==> src/rtl/mips_pkg.sv <==
// ============================================================================
// Module      : mips_pkg
// Description : Shared encodings for the TinyMIPS multicycle controller.
// Revision    : 1.0 - initial release
// ============================================================================
`default_nettype none

package mips_pkg;

    localparam logic [3:0] S_FETCH1  = 4'd0;
    localparam logic [3:0] S_FETCH2  = 4'd1;
    localparam logic [3:0] S_FETCH3  = 4'd2;
    localparam logic [3:0] S_FETCH4  = 4'd3;
    localparam logic [3:0] S_DECODE  = 4'd4;
    localparam logic [3:0] S_MEMADR  = 4'd5;
    localparam logic [3:0] S_LBRD    = 4'd6;
    localparam logic [3:0] S_LBWR    = 4'd7;
    localparam logic [3:0] S_SBWR    = 4'd8;
    localparam logic [3:0] S_RTYPEEX = 4'd9;
    localparam logic [3:0] S_RTYPEWR = 4'd10;
    localparam logic [3:0] S_BEQEX   = 4'd11;
    localparam logic [3:0] S_JEX     = 4'd12;
    localparam logic [3:0] S_ADDIEX  = 4'd13;
    localparam logic [3:0] S_ADDIWR  = 4'd14;

    localparam logic [5:0] OP_LB     = 6'b100000;
    localparam logic [5:0] OP_SB     = 6'b101000;
    localparam logic [5:0] OP_RTYPE  = 6'b000000;
    localparam logic [5:0] OP_BEQ    = 6'b000100;
    localparam logic [5:0] OP_J      = 6'b000010;
    localparam logic [5:0] OP_ADDI   = 6'b001000;

    localparam logic [5:0] FUNCT_ADD = 6'b100000;
    localparam logic [5:0] FUNCT_SUB = 6'b100010;
    localparam logic [5:0] FUNCT_AND = 6'b100100;
    localparam logic [5:0] FUNCT_OR  = 6'b100101;
    localparam logic [5:0] FUNCT_SLT = 6'b101010;

    localparam logic [2:0] ALU_ADD   = 3'b010;
    localparam logic [2:0] ALU_SUB   = 3'b110;
    localparam logic [2:0] ALU_AND   = 3'b000;
    localparam logic [2:0] ALU_OR    = 3'b001;
    localparam logic [2:0] ALU_SLT   = 3'b111;

    localparam logic [1:0] ALUOP_ADD   = 2'b00;
    localparam logic [1:0] ALUOP_SUB   = 2'b01;
    localparam logic [1:0] ALUOP_FUNCT = 2'b10;

endpackage

`default_nettype wire

==> src/rtl/alu_decoder.sv <==
// ============================================================================
// Module      : alu_decoder
// Description : Maps controller aluop and instruction funct to alucontrol.
// Revision    : 1.0 - initial release
// ============================================================================
`default_nettype none

module alu_decoder
    import mips_pkg::*;
(
    input  logic [1:0] i_aluop,
    input  logic [5:0] i_funct,
    output logic [2:0] o_alucontrol
);

    always_comb begin
        o_alucontrol = ALU_ADD;
        case (i_aluop)
            ALUOP_SUB:   o_alucontrol = ALU_SUB;
            ALUOP_FUNCT: begin
                // Unknown funct values fall back to add
                case (i_funct)
                    FUNCT_ADD: o_alucontrol = ALU_ADD;
                    FUNCT_SUB: o_alucontrol = ALU_SUB;
                    FUNCT_AND: o_alucontrol = ALU_AND;
                    FUNCT_OR:  o_alucontrol = ALU_OR;
                    FUNCT_SLT: o_alucontrol = ALU_SLT;
                    default:   o_alucontrol = ALU_ADD;
                endcase
            end
            default:     o_alucontrol = ALU_ADD;
        endcase
    end

endmodule

`default_nettype wire

==> src/rtl/mips_controller.sv <==
// ============================================================================
// Module      : mips_controller
// Description : Multicycle sequencer for the 8-bit TinyMIPS datapath.
// Revision    : 1.0 - initial release
// ============================================================================
`default_nettype none

module mips_controller
    import mips_pkg::*;
(
    input  logic       clk,
    input  logic       reset,
    input  logic [5:0] op,
    input  logic [5:0] funct,
    input  logic       zero,
    output logic       memread,
    output logic       memwrite,
    output logic       alusrca,
    output logic [1:0] alusrcb,
    output logic       iord,
    output logic [3:0] irwrite,
    output logic       memtoreg,
    output logic       pcen,
    output logic [1:0] pcsource,
    output logic       regdst,
    output logic       regwrite,
    output logic [2:0] alucontrol,
    output logic [3:0] state
);

    logic [3:0] r_state;
    logic [3:0] w_next;
    logic       w_memread, w_memwrite, w_alusrca, w_iord, w_memtoreg;
    logic       w_regdst, w_regwrite, w_pcwrite, w_pcwritecond, w_aluen;
    logic [1:0] w_alusrcb, w_pcsource, w_aluop;
    logic [3:0] w_irwrite;
    logic [2:0] w_alu_dec;

    alu_decoder u_alu_decoder (
        .i_aluop      (w_aluop),
        .i_funct      (funct),
        .o_alucontrol (w_alu_dec)
    );

    always_ff @(posedge clk) begin
        if (reset) r_state <= S_FETCH1;
        else       r_state <= w_next;
    end

    always_comb begin
        w_next        = S_FETCH1;
        w_memread     = 1'b0;
        w_memwrite    = 1'b0;
        w_alusrca     = 1'b0;
        w_alusrcb     = 2'b00;
        w_iord        = 1'b0;
        w_irwrite     = 4'b0000;
        w_memtoreg    = 1'b0;
        w_pcsource    = 2'b00;
        w_regdst      = 1'b0;
        w_regwrite    = 1'b0;
        w_pcwrite     = 1'b0;
        w_pcwritecond = 1'b0;
        w_aluop       = ALUOP_ADD;
        w_aluen       = 1'b0;
        case (r_state)
            S_FETCH1, S_FETCH2, S_FETCH3, S_FETCH4: begin
                w_memread = 1'b1;
                w_alusrcb = 2'b01;
                w_aluen   = 1'b1;
                w_pcwrite = 1'b1;
                w_irwrite = 4'b0001 << r_state[1:0];
                w_next    = (r_state == S_FETCH4) ? S_DECODE : r_state + 4'd1;
            end
            S_DECODE: begin
                w_alusrcb = 2'b11;
                w_aluen   = 1'b1;
                case (op)
                    OP_LB, OP_SB: w_next = S_MEMADR;
                    OP_RTYPE:     w_next = S_RTYPEEX;
                    OP_BEQ:       w_next = S_BEQEX;
                    OP_J:         w_next = S_JEX;
                    OP_ADDI:      w_next = S_ADDIEX;
                    default:      w_next = S_FETCH1;
                endcase
            end
            S_MEMADR: begin
                w_alusrca = 1'b1;
                w_alusrcb = 2'b10;
                w_aluen   = 1'b1;
                w_next    = (op == OP_LB) ? S_LBRD : S_SBWR;
            end
            S_LBRD: begin
                w_memread = 1'b1;
                w_iord    = 1'b1;
                w_next    = S_LBWR;
            end
            S_LBWR: begin
                w_regwrite = 1'b1;
                w_memtoreg = 1'b1;
            end
            S_SBWR: begin
                w_memwrite = 1'b1;
                w_iord     = 1'b1;
            end
            S_RTYPEEX: begin
                w_alusrca = 1'b1;
                w_aluop   = ALUOP_FUNCT;
                w_aluen   = 1'b1;
                w_next    = S_RTYPEWR;
            end
            S_RTYPEWR: begin
                w_regwrite = 1'b1;
                w_regdst   = 1'b1;
            end
            S_BEQEX: begin
                w_alusrca     = 1'b1;
                w_aluop       = ALUOP_SUB;
                w_aluen       = 1'b1;
                w_pcsource    = 2'b01;
                w_pcwritecond = 1'b1;
            end
            S_JEX: begin
                w_pcwrite  = 1'b1;
                w_pcsource = 2'b10;
            end
            S_ADDIEX: begin
                w_alusrca = 1'b1;
                w_alusrcb = 2'b10;
                w_aluen   = 1'b1;
                w_next    = S_ADDIWR;
            end
            S_ADDIWR: begin
                w_regwrite = 1'b1;
            end
            default: w_next = S_FETCH1;
        endcase
    end

    // Reset gates every output so the datapath cannot be written mid-instruction
    assign memread    = ~reset & w_memread;
    assign memwrite   = ~reset & w_memwrite;
    assign alusrca    = ~reset & w_alusrca;
    assign alusrcb    = reset ? 2'b00 : w_alusrcb;
    assign iord       = ~reset & w_iord;
    assign irwrite    = reset ? 4'b0000 : w_irwrite;
    assign memtoreg   = ~reset & w_memtoreg;
    assign pcen       = ~reset & (w_pcwrite | (w_pcwritecond & zero));
    assign pcsource   = reset ? 2'b00 : w_pcsource;
    assign regdst     = ~reset & w_regdst;
    assign regwrite   = ~reset & w_regwrite;
    assign alucontrol = (reset | ~w_aluen) ? 3'b000 : w_alu_dec;
    assign state      = reset ? S_FETCH1 : r_state;

endmodule

`default_nettype wire

==> config.mk <==
export PLATFORM = sky130hd
export DESIGN_NAME = mips_controller
export DESIGN_NICKNAME = d
export VERILOG_FILES = /design/src/rtl/mips_pkg.sv /design/src/rtl/alu_decoder.sv /design/src/rtl/mips_controller.sv
export SDC_FILE = /design/constraint.sdc
export NUM_CORES = 1
export LEC_CHECK = 0
export BUFFER_PORTS_ARGS = -buffer_cell sky130_fd_sc_hd__buf_2
export CAP_MARGIN = 40
export CORE_MARGIN = 2
export CORE_UTILIZATION = 30
export CTS_CLUSTER_SIZE = 30
export DETAILED_ROUTE_END_ITERATION = 16
export GPL_ROUTABILITY_DRIVEN = 0
export HOLD_SLACK_MARGIN = 0.12
export PLACE_DENSITY = 0.61
export SYNTH_ARGS = -nofsm -noshare
export SYNTH_HDL_FRONTEND = slang
export SYNTH_HIERARCHICAL = 1
export SYNTH_SLANG_ARGS = --single-unit
==> constraint.sdc <==
create_clock -name clk -period 3.55 [get_ports clk]
set_clock_uncertainty 0.15 [all_clocks]
set_input_delay 0.355 -clock clk [delete_from_list [all_inputs] [get_ports clk]]
set_output_delay 0.355 -clock clk [all_outputs]
set_load 0.005 [all_outputs]
==> out/metrics.cfg <==
[run_status]
result_of_the_run=complete, no violations

[worst_setup_path]
end_kind=output pin
cp.required_ps=3040
timing.reg2reg.worst_path_depth=6
criticalPathCategory=reg -> out
worst_setup_path_start_kind=flop
cp_max_fo=15
arrival_ps=2220
worstReg2RegStart=r_state[1]
r2r-end=r_state[0]
timing.critical_path.from=r_state[3]
reg2reg_setup_slack_ps=1560

[cells_and_area]
layout.cells.non_filler=168
area_delta_synth_final_pct=32.4
largest_register_ff_count=4
reg_top3=r_state (4)
final_layout_size_suffix_gt1_share_pct=31.4
top_register=r_state
final_nets=163
num_antenna_cells=0

[placement]
hpwl_um=1490
dp_cells=165
input_output_buffers=37

[logic_synthesis]
main_combinational_cell_family_by_area_after_synthesis=simple AND/OR/NAND/NOR gates
synth_seq_cells=4
ys_types=33
synthesis.area_per_instance_um2=6.76
mappedNetlistArea_um2=703
post_synth_xor_area_fraction_pct=1.25
synth_ff_type=sky130_fd_sc_hd__dfxtp_1
synth_nets=125
synthArstFlopShare_pct=0
synth-compound-area-share_pct=22.2
post_synth_fa_ha_maj_area_fraction_pct=12.1
post_synthesis_sequential_area_ratio_pct=11.4
post_synth_edffs=0
synth_largest_area_cell=sky130_fd_sc_hd__dfxtp_1
post_synthesis_mux_area_share_pct=0
synth_simple_gate_area_share_pct=47.2
netlist_top_cells_area=sky130_fd_sc_hd__dfxtp_1 11%, sky130_fd_sc_hd__ha_1 11%, sky130_fd_sc_hd__nor2_1 7.5%, sky130_fd_sc_hd__a21oi_1 5.0%, sky130_fd_sc_hd__a31oi_1 4.4%
synth.yosys.warnings=6
synth.top_cell.area_share_pct=11.4
post_synth_inst_count=104

[clock_tree]
clock_sink_count=4
clk_path_buf_depth=2
post_cts_resize_count=0
clkLatencyLatePin_ps=230
clk_pin_slew_worst_paths_ps=30
holdBufCountCts=0
cts.repair_timing.setup_buffer_count=0
tritoncts_buffer_count=3
clock_tree.htree_level_count=1
cts_root_buffer=sky130_fd_sc_hd__clkbuf_4
tritoncts=done

[die]
row_count=17
die_height_um=52.4
boundaryPins=38
floorplan.die.width_um=52.4
initial_standard_cell_utilization_of_the_core_pct=31.8
die_area_um2=2750
core_region_area_um2=2210

[pwr]
peakVddDrop_mv=0.223
power_density_nw_per_um2=403
leakage_power_nw=0.449
p_total_w=0.000375

[drt]
remaining_drc_errors=0
drt_pre_antenna_iters=4
first_iter_violations=11
post_drt_wl_per_cell_um=11.2
routed_wirelength_um=1870
route.antenna.remaining_nets=0
via_count=853
viasPerCell=5.08

[sta]
worst_pin_slew_ps=534
period_minus_slack_ps=2720
finalSetupViolations=0
hold_ws_ps=281
setup_total_negative_slack_ps=0
max_clock_freq_mhz=367
report.final.hold_viol_count=0
timing.max_slew.rel_slack_pct=63.9
rsz0062_at_grt=false
slew_violations=0
timing.final.crit_share_pct=76.7

[worst_hold_path]
min_from=op[5]
holdPathStages=3
timing.hold.worst.class=in -> reg
hold_end=r_state[3]

[global_routing]
gr-usage-all-layers_pct=14.6
globalRoute.totalOverflow=0
grt_max_degree=17
antenna_found_initial=0
grt_pass1_vias=708
grt_first_pass_wirelength_um=3020

[flow_run]
timing.max_cap.violations=0

==> worst max path at each step <==
stage,cells past startpoint,to,slack [ps]
floorplan,8,alucontrol[2],1260
global placement,8,alucontrol[2],1090
detailed placement,8,alucontrol[2],1120
CTS,8,alucontrol[2],860
global route,8,alucontrol[0],630
finish,8,alucontrol[0],830
==> metal layers <==
metal / part of all wire, % / wire [um] / track usage [%]
met5: 0 / 0 / 0
met4: 0.53 / 10 / 4.70
met3: 8.3 / 156 / 4.86
met2: 43 / 805 / 22.7
met1: 48 / 901 / 18.9
==> cells in the mapped netlist (all sizes together) (2+ instances only) <==
library cell   n
a21oi          7
a31oi          5
and2           5
and3           3
clkbuf         4
dfxtp          4
ha             6
inv            7
nand2          7
nand2b         4
nand4bb        3
nor2          14
nor2b          5
nor3           2
nor4b          2
o21ai          7
or3            4
or3b           2
==> layout by cell type (no fill, tap or decap), types with 5 or more instances in the layout <==
cell                      instances
sky130_fd_sc_hd__buf_2           37
sky130_fd_sc_hd__nor2b_1          5
sky130_fd_sc_hd__o21ai_0          6
sky130_fd_sc_hd__and2_1           5
sky130_fd_sc_hd__nand2_1          7
sky130_fd_sc_hd__inv_1            7
sky130_fd_sc_hd__a31oi_1          5
sky130_fd_sc_hd__nor2_1          14
sky130_fd_sc_hd__a21oi_1          7
sky130_fd_sc_hd__ha_1             6
==> power by group <==
| part | total (W) | internal, W | leakage, nW | switching [W] |
|---|---|---|---|---|
| clock network | 0.0000547 | 0.0000377 | 0.0138 | 0.0000171 |
| registers | 0.0000666 | 0.0000557 | 0.0326 | 0.0000109 |
| logic | 0.000254 | 0.000115 | 0.403 | 0.000139 |
| total | 0.000375 | 0.000208 | 0.449 | 0.000167 |
==> stage by stage <==
step | util (%) | setup WS (ps) | cell area, um^2
3_3_place_gp | 41.1 | 1090 | 908
5_1_grt | 42.1 | 631 | 931
4_1_cts | 42.1 | 857 | 931
2_1_floorplan | - | 1260 | 703
6_report | 42.1 | 828 | 931
3_5_place_dp | 41.1 | 1120 | 908
==> kinds of logic (layout without fill, tap and decap cells) <==
kind of cell	Yosys count	count (layout)
xor+xnor	1	1
buf+inv	11	47
flops	4	4
fa+ha+maj	7	7
simple gates	56	56
compound gates	25	25
==> layout make-up <==
cell class	instances	area, um^2
repair buffers	37	185
well taps	28	35.0
inverters	7	26.3
flip-flops and latches	4	80.1
multi-input cells	89	582
fillers	237	1280
clock buffers	3	22.5
==> worst max-delay path, stage by stage, from the launching register on <==
cell	delay [ps]
sky130_fd_sc_hd__dfxtp_1	580
sky130_fd_sc_hd__nor2b_1	250
sky130_fd_sc_hd__and2_1	170
sky130_fd_sc_hd__inv_1	50
sky130_fd_sc_hd__ha_1	330
sky130_fd_sc_hd__nand4bb_1	220
sky130_fd_sc_hd__a21oi_1	150
sky130_fd_sc_hd__and2_1	140
sky130_fd_sc_hd__buf_2	100
No activity file was read; power rests on OpenSTA's default activity.
